$ cat src/rtl/bsg_manycore_loader_issue_buffer.sv
// Credit-gated issue buffer between the SPMD loader and the IO endpoint, with a drain-and-wait fence.
// Optional stall statistics counter and port: define BSG_LOADER_ISSUE_STALL_STATS_EN.
module bsg_manycore_loader_issue_buffer #(
   parameter int unsigned packet_width_p          = 32,
   parameter int unsigned els_p                   = 4,
   parameter int unsigned max_out_credits_p       = 200,
   parameter int unsigned credit_counter_width_lp = $clog2(max_out_credits_p + 1)
) (
   input  logic                               clk_i,
   input  logic                               reset_n_i,
   input  logic                               in_v_i,
   input  logic [packet_width_p-1:0]          in_packet_i,
   output logic                               in_ready_o,
   output logic                               out_v_o,
   output logic [packet_width_p-1:0]          out_packet_o,
   input  logic                               out_ready_i,
   input  logic [credit_counter_width_lp-1:0] out_credits_used_i,
   input  logic                               fence_i,
   output logic                               fence_done_o,
   output logic                               empty_o,
`ifdef BSG_LOADER_ISSUE_STALL_STATS_EN
   output logic [31:0]                        stall_cycles_o,
`endif
   output logic [31:0]                        issued_count_o
);

   localparam int unsigned ptr_w_lp = $clog2(els_p);
   localparam int unsigned cnt_w_lp = ptr_w_lp + 1;

   typedef enum logic [1:0] {
      S_RUN   = 2'd0,
      S_DRAIN = 2'd1,
      S_WAIT  = 2'd2,
      S_DONE  = 2'd3
   } state_e;

   state_e                    state_q, state_d;
   logic [cnt_w_lp-1:0]       wr_ptr_q, wr_ptr_d;
   logic [cnt_w_lp-1:0]       rd_ptr_q, rd_ptr_d;
   logic [packet_width_p-1:0] mem_q [els_p];
   logic [31:0]               issued_q, issued_d;
   logic                      empty, full, credit_ok, enq, deq;

   // Pointers carry a wrap bit so full and empty are distinguishable at equal indices.
   assign empty     = (wr_ptr_q == rd_ptr_q);
   assign full      = (wr_ptr_q[ptr_w_lp] != rd_ptr_q[ptr_w_lp])
                   && (wr_ptr_q[ptr_w_lp-1:0] == rd_ptr_q[ptr_w_lp-1:0]);
   assign credit_ok = (out_credits_used_i < credit_counter_width_lp'(max_out_credits_p));
   assign enq       = in_v_i & in_ready_o;
   assign deq       = out_v_o & out_ready_i;

   // State register.
   always_ff @(posedge clk_i or negedge reset_n_i) begin
      if (!reset_n_i) state_q <= S_RUN;
      else            state_q <= state_d;
   end

   // Next-state logic.
   always_comb begin
      state_d = state_q;
      unique case (state_q)
         S_RUN:   if (fence_i) state_d = S_DRAIN;
         S_DRAIN: if (empty) state_d = S_WAIT;
         S_WAIT:  if (out_credits_used_i == '0) state_d = S_DONE;
         S_DONE:  state_d = S_RUN;
         default: state_d = S_RUN;
      endcase
   end

   // Output logic; issue is gated on outstanding credits in the same cycle.
   always_comb begin
      in_ready_o   = !full && (state_q == S_RUN);
      out_v_o      = !empty && credit_ok;
      out_packet_o = mem_q[rd_ptr_q[ptr_w_lp-1:0]];
      fence_done_o = (state_q == S_DONE);
      empty_o      = empty;
   end

   always_comb begin
      wr_ptr_d = enq ? wr_ptr_q + cnt_w_lp'(1) : wr_ptr_q;
      rd_ptr_d = deq ? rd_ptr_q + cnt_w_lp'(1) : rd_ptr_q;
      issued_d = deq ? issued_q + 32'd1 : issued_q;
   end

   always_ff @(posedge clk_i or negedge reset_n_i) begin
      if (!reset_n_i) begin
         wr_ptr_q <= '0;
         rd_ptr_q <= '0;
         issued_q <= '0;
         for (int i = 0; i < int'(els_p); i++) mem_q[i] <= '0;
      end else begin
         wr_ptr_q <= wr_ptr_d;
         rd_ptr_q <= rd_ptr_d;
         issued_q <= issued_d;
         if (enq) mem_q[wr_ptr_q[ptr_w_lp-1:0]] <= in_packet_i;
      end
   end

   assign issued_count_o = issued_q;

`ifdef BSG_LOADER_ISSUE_STALL_STATS_EN
   // Counts cycles where a buffered packet could not leave, saturating at all-ones.
   logic [31:0] stall_q, stall_d;
   logic        stall_inc;

   always_comb begin
      stall_inc = (!empty && !out_v_o) || (out_v_o && !out_ready_i);
      stall_d   = (stall_inc && (stall_q != '1)) ? stall_q + 32'd1 : stall_q;
   end

   always_ff @(posedge clk_i or negedge reset_n_i) begin
      if (!reset_n_i) stall_q <= '0;
      else            stall_q <= stall_d;
   end

   assign stall_cycles_o = stall_q;
`endif

endmodule
$ cat config.mk
export PLATFORM = sky130hd
export DESIGN_NAME = bsg_manycore_loader_issue_buffer
export DESIGN_NICKNAME = d
export VERILOG_FILES = /design/src/rtl/bsg_manycore_loader_issue_buffer.sv
export SDC_FILE = /design/constraint.sdc
export NUM_CORES = 1
export LEC_CHECK = 0
export BUFFER_PORTS_ARGS = -buffer_cell sky130_fd_sc_hd__buf_2
export CAP_MARGIN = 20
export CORE_ASPECT_RATIO = 1.5
export CORE_MARGIN = 2
export CORE_UTILIZATION = 47
export CTS_CLUSTER_DIAMETER = 40
export CTS_CLUSTER_SIZE = 8
export DETAILED_ROUTE_END_ITERATION = 8
export GPL_TIMING_DRIVEN = 0
export PLACE_DENSITY = 0.7
export SLEW_MARGIN = 25
export SYNTH_ARGS = -nofsm -noshare
export SYNTH_HDL_FRONTEND = slang
export SYNTH_SLANG_ARGS = --single-unit
$ cat constraint.sdc
create_clock -name clk_i -period 2.5 [get_ports clk_i]
set_input_delay 0.5 -clock clk_i [delete_from_list [all_inputs] [get_ports clk_i]]
set_output_delay 0.5 -clock clk_i [all_outputs]
set_load 0.03 [all_outputs]
==> out/results.tsv <==
metric	value	unit
outcome	finished clean	
htree depth	4	
critical path fanouts, max	10	
Placer Congestion	0.765	
initial antenna violation count	0	
core area	0.0168	sq mm
layout cell share with drive strength beyond 1	53.4	%
minimum clock period	2.42	ns
Rows	58	
share of the synthesized area in the top cell type	52.0	%
crit end category	primary output	
Crit Path Class	reg -> out	
count of final hold-check violations	0	
syn_nets	548	
part of the cycle the worst path needs	96.8	%
most common cell after layout, fill and taps aside	dfrtp_1	
Lkg Pwr	4.84	nW
Die W	111	um
Post-DRT Antenna Nets	0	
Synth area leaders	dfrtp_1 (52%), mux2_4 (22%), mux4_2 (8.9%), xnor2_1 (3.0%), buf_6 (1.7%)	
Worst Skew	0.0163	ns
vias in the first global route	5114	
I/O Buffers	112	
ANT cells	0	
type of origin of the critical path	register	
Critical Path AT	1.92	ns
HPWL Detailed	11.1	mm
DRT Pass-1 Iters	4	
Die Height	165	um
Sink Count	168	
Final Max Tran Viols	0	
RSZ-0062 raised after global routing	false	
All-Layer GR Usage	19.2	%
max cap viols	0	
area grow syn2layout	18.4	%
post-synth top area cell	dfrtp_1	
die area	0.0183	sq mm
Filler cells	1369	
vias per cell	5.39	
PnR Total Power	13.4	mW
drt wl/cell	19.7	um
Initial Util	48.0	%
First DRT Iteration DRCs	243	
synthesized area	0.00808	sq mm
clock latency on the worst-skew pair	0.43	ns
worst hold margin	0.0626	ns
Hold Crit Class	in -> async	
hold_buf cts	0	
clk buf depth	2	
Syn Inst Count	493	
most frequent cells in the layout	dfrtp_1 (168), mux2_4 (119), buf_2 (113)	
synth unique cells	36	
worst r2r path cells	8	
I/O pin cnt	113	
number of synthesized register bits	168	
Mean Syn Cell Area	16.4	sq um
clock slew at reported path FFs	0.08	ns
post-CTS setup buffers	0	
Syn. warnings	0	
TritonCTS clock tree	done	
Req. time, crit path	2.00	ns
# DRC	0	
maximum clock rate	413	MHz
pin count of the biggest net entering global routing	90	
# nets final	680	
first-pass GRT wire length	27.7	mm
P per Cell Area	1400	mW/mm^2
Peak VDD IR	0.000825	V
Post-Route WL	16.7	mm
Worst-Margin Slew	0.670	ns
CTS Buf Count	17	
total gr overflow	0	
Root Driver	clkbuf_16	
sequential area share after synthesis	52.0	%
worst rel slew slack	55.3	%
vias	4569	
Finish-stage setup viols	0	
-- worst max-delay path: stages (launching register included) --
cell     delay (ns)
dfrtp_1        0.37
buf_6          0.20
buf_8          0.19
mux4_2         0.53
buf_2          0.20
-- cell type report --
cell class                 instances  area (sq um)  share of cell area [%]
clock buffer                      19           443                    4.63
timing repair buffer             113           598                    6.25
clock inverter                    13           134                    1.40
multi-input combinational        294          3650                    38.2
tap                              210           263                    2.75
sequential                       168          4200                    44.0
buffer                            23           239                    2.50
inverter                           8          30.0                   0.314
-- cells by family after synthesis --
family	after synthesis	synth area share (%)
flops	168	52.0
fa+ha+maj	10	1.55
simple gates	73	5.00
mux	163	32.7
buf+inv	31	2.87
xor+xnor	39	4.55
compound gates	9	1.27
-- layer usage --
| metal | vias to the layer above | GRT usage (%) | share of wire, % |
|---|---|---|---|
| li1 | 2050 | - | - |
| met1 | 2416 | 24.2 | 43 |
| met2 | 88 | 33.7 | 52 |
| met3 | 15 | 4.04 | 3.6 |
| met4 | 0 | 5.95 | 1.5 |
| met5 | - | 0 | 0 |
-- synthesized netlist by cell type, drive strengths merged --
| cell type | number |
|---|---|
| a211oi | 1 |
| a21oi | 1 |
| a221o | 1 |
| a311oi | 1 |
| a31oi | 2 |
| and2 | 3 |
| and3 | 4 |
| and4 | 3 |
| buf | 20 |
| clkbuf | 3 |
| dfrtp | 168 |
| ha | 10 |
| inv | 8 |
| mux2 | 131 |
| mux4 | 32 |
| nand2 | 21 |
| nand3 | 15 |
| nand4 | 10 |
| nor2 | 7 |
| nor3 | 5 |
| nor4 | 4 |
| o21ai | 2 |
| o311a | 1 |
| or3 | 1 |
| xnor2 | 30 |
| xor2 | 9 |
-- power breakdown --
group | leakage, nW | internal [mW] | total, mW | switching [mW]
sequential | 2.09 | 3.85 | 4.56 | 0.709
combinational | 2.47 | 3.19 | 6.21 | 3.02
clock | 0.273 | 1.43 | 2.61 | 1.18
total | 4.84 | 8.47 | 13.4 | 4.91
-- stage by stage --
step | TNS [ns] | cell area [sq um] | std cells | utilization (%) | worst slack (ns)
6_report | 0 | 9560 | 848 | 56.8 | 0.0804
5_1_grt | 0 | 9560 | 848 | 56.8 | 0.0152
4_1_cts | -1.16 | 9530 | 848 | 56.6 | -0.0644
3_5_place_dp | 0 | 8940 | 816 | 53.1 | 0.254
3_3_place_gp | -232.33 | 8900 | 815 | 52.9 | -1.40
2_1_floorplan | 0 | 8080 | 493 | - | 0.374
-- path summary, 6_finish.rpt --
path,slack (ns),from,endpoint
max reg2reg,0.28,rd_ptr_q[1],mem_q[12]
max,0.08,rd_ptr_q[0],out_packet_o[8]
min,0.06,reset_n_i,mem_q[126]
min in group clk_i,0.35,in_packet_i[30],mem_q[94]
min reg2reg,0.48,issued_count_o[31],issued_count_o[31]
max in group asynchronous,1.57,reset_n_i,mem_q[3]
-- sequential cells by signal (all words and copies together) (netlist names) --
register,flops
state_q,2
wr_ptr_q,3
rd_ptr_q,3
mem_q,128
issued_count_o,32
-- repair_timing --
item,4_1_cts,5_1_grt
endpoints found under the setup margin,29,30
gates resized for setup,6,8
gates cloned,0,0
pin swaps,0,0
(Power assumes the default switching activity.)
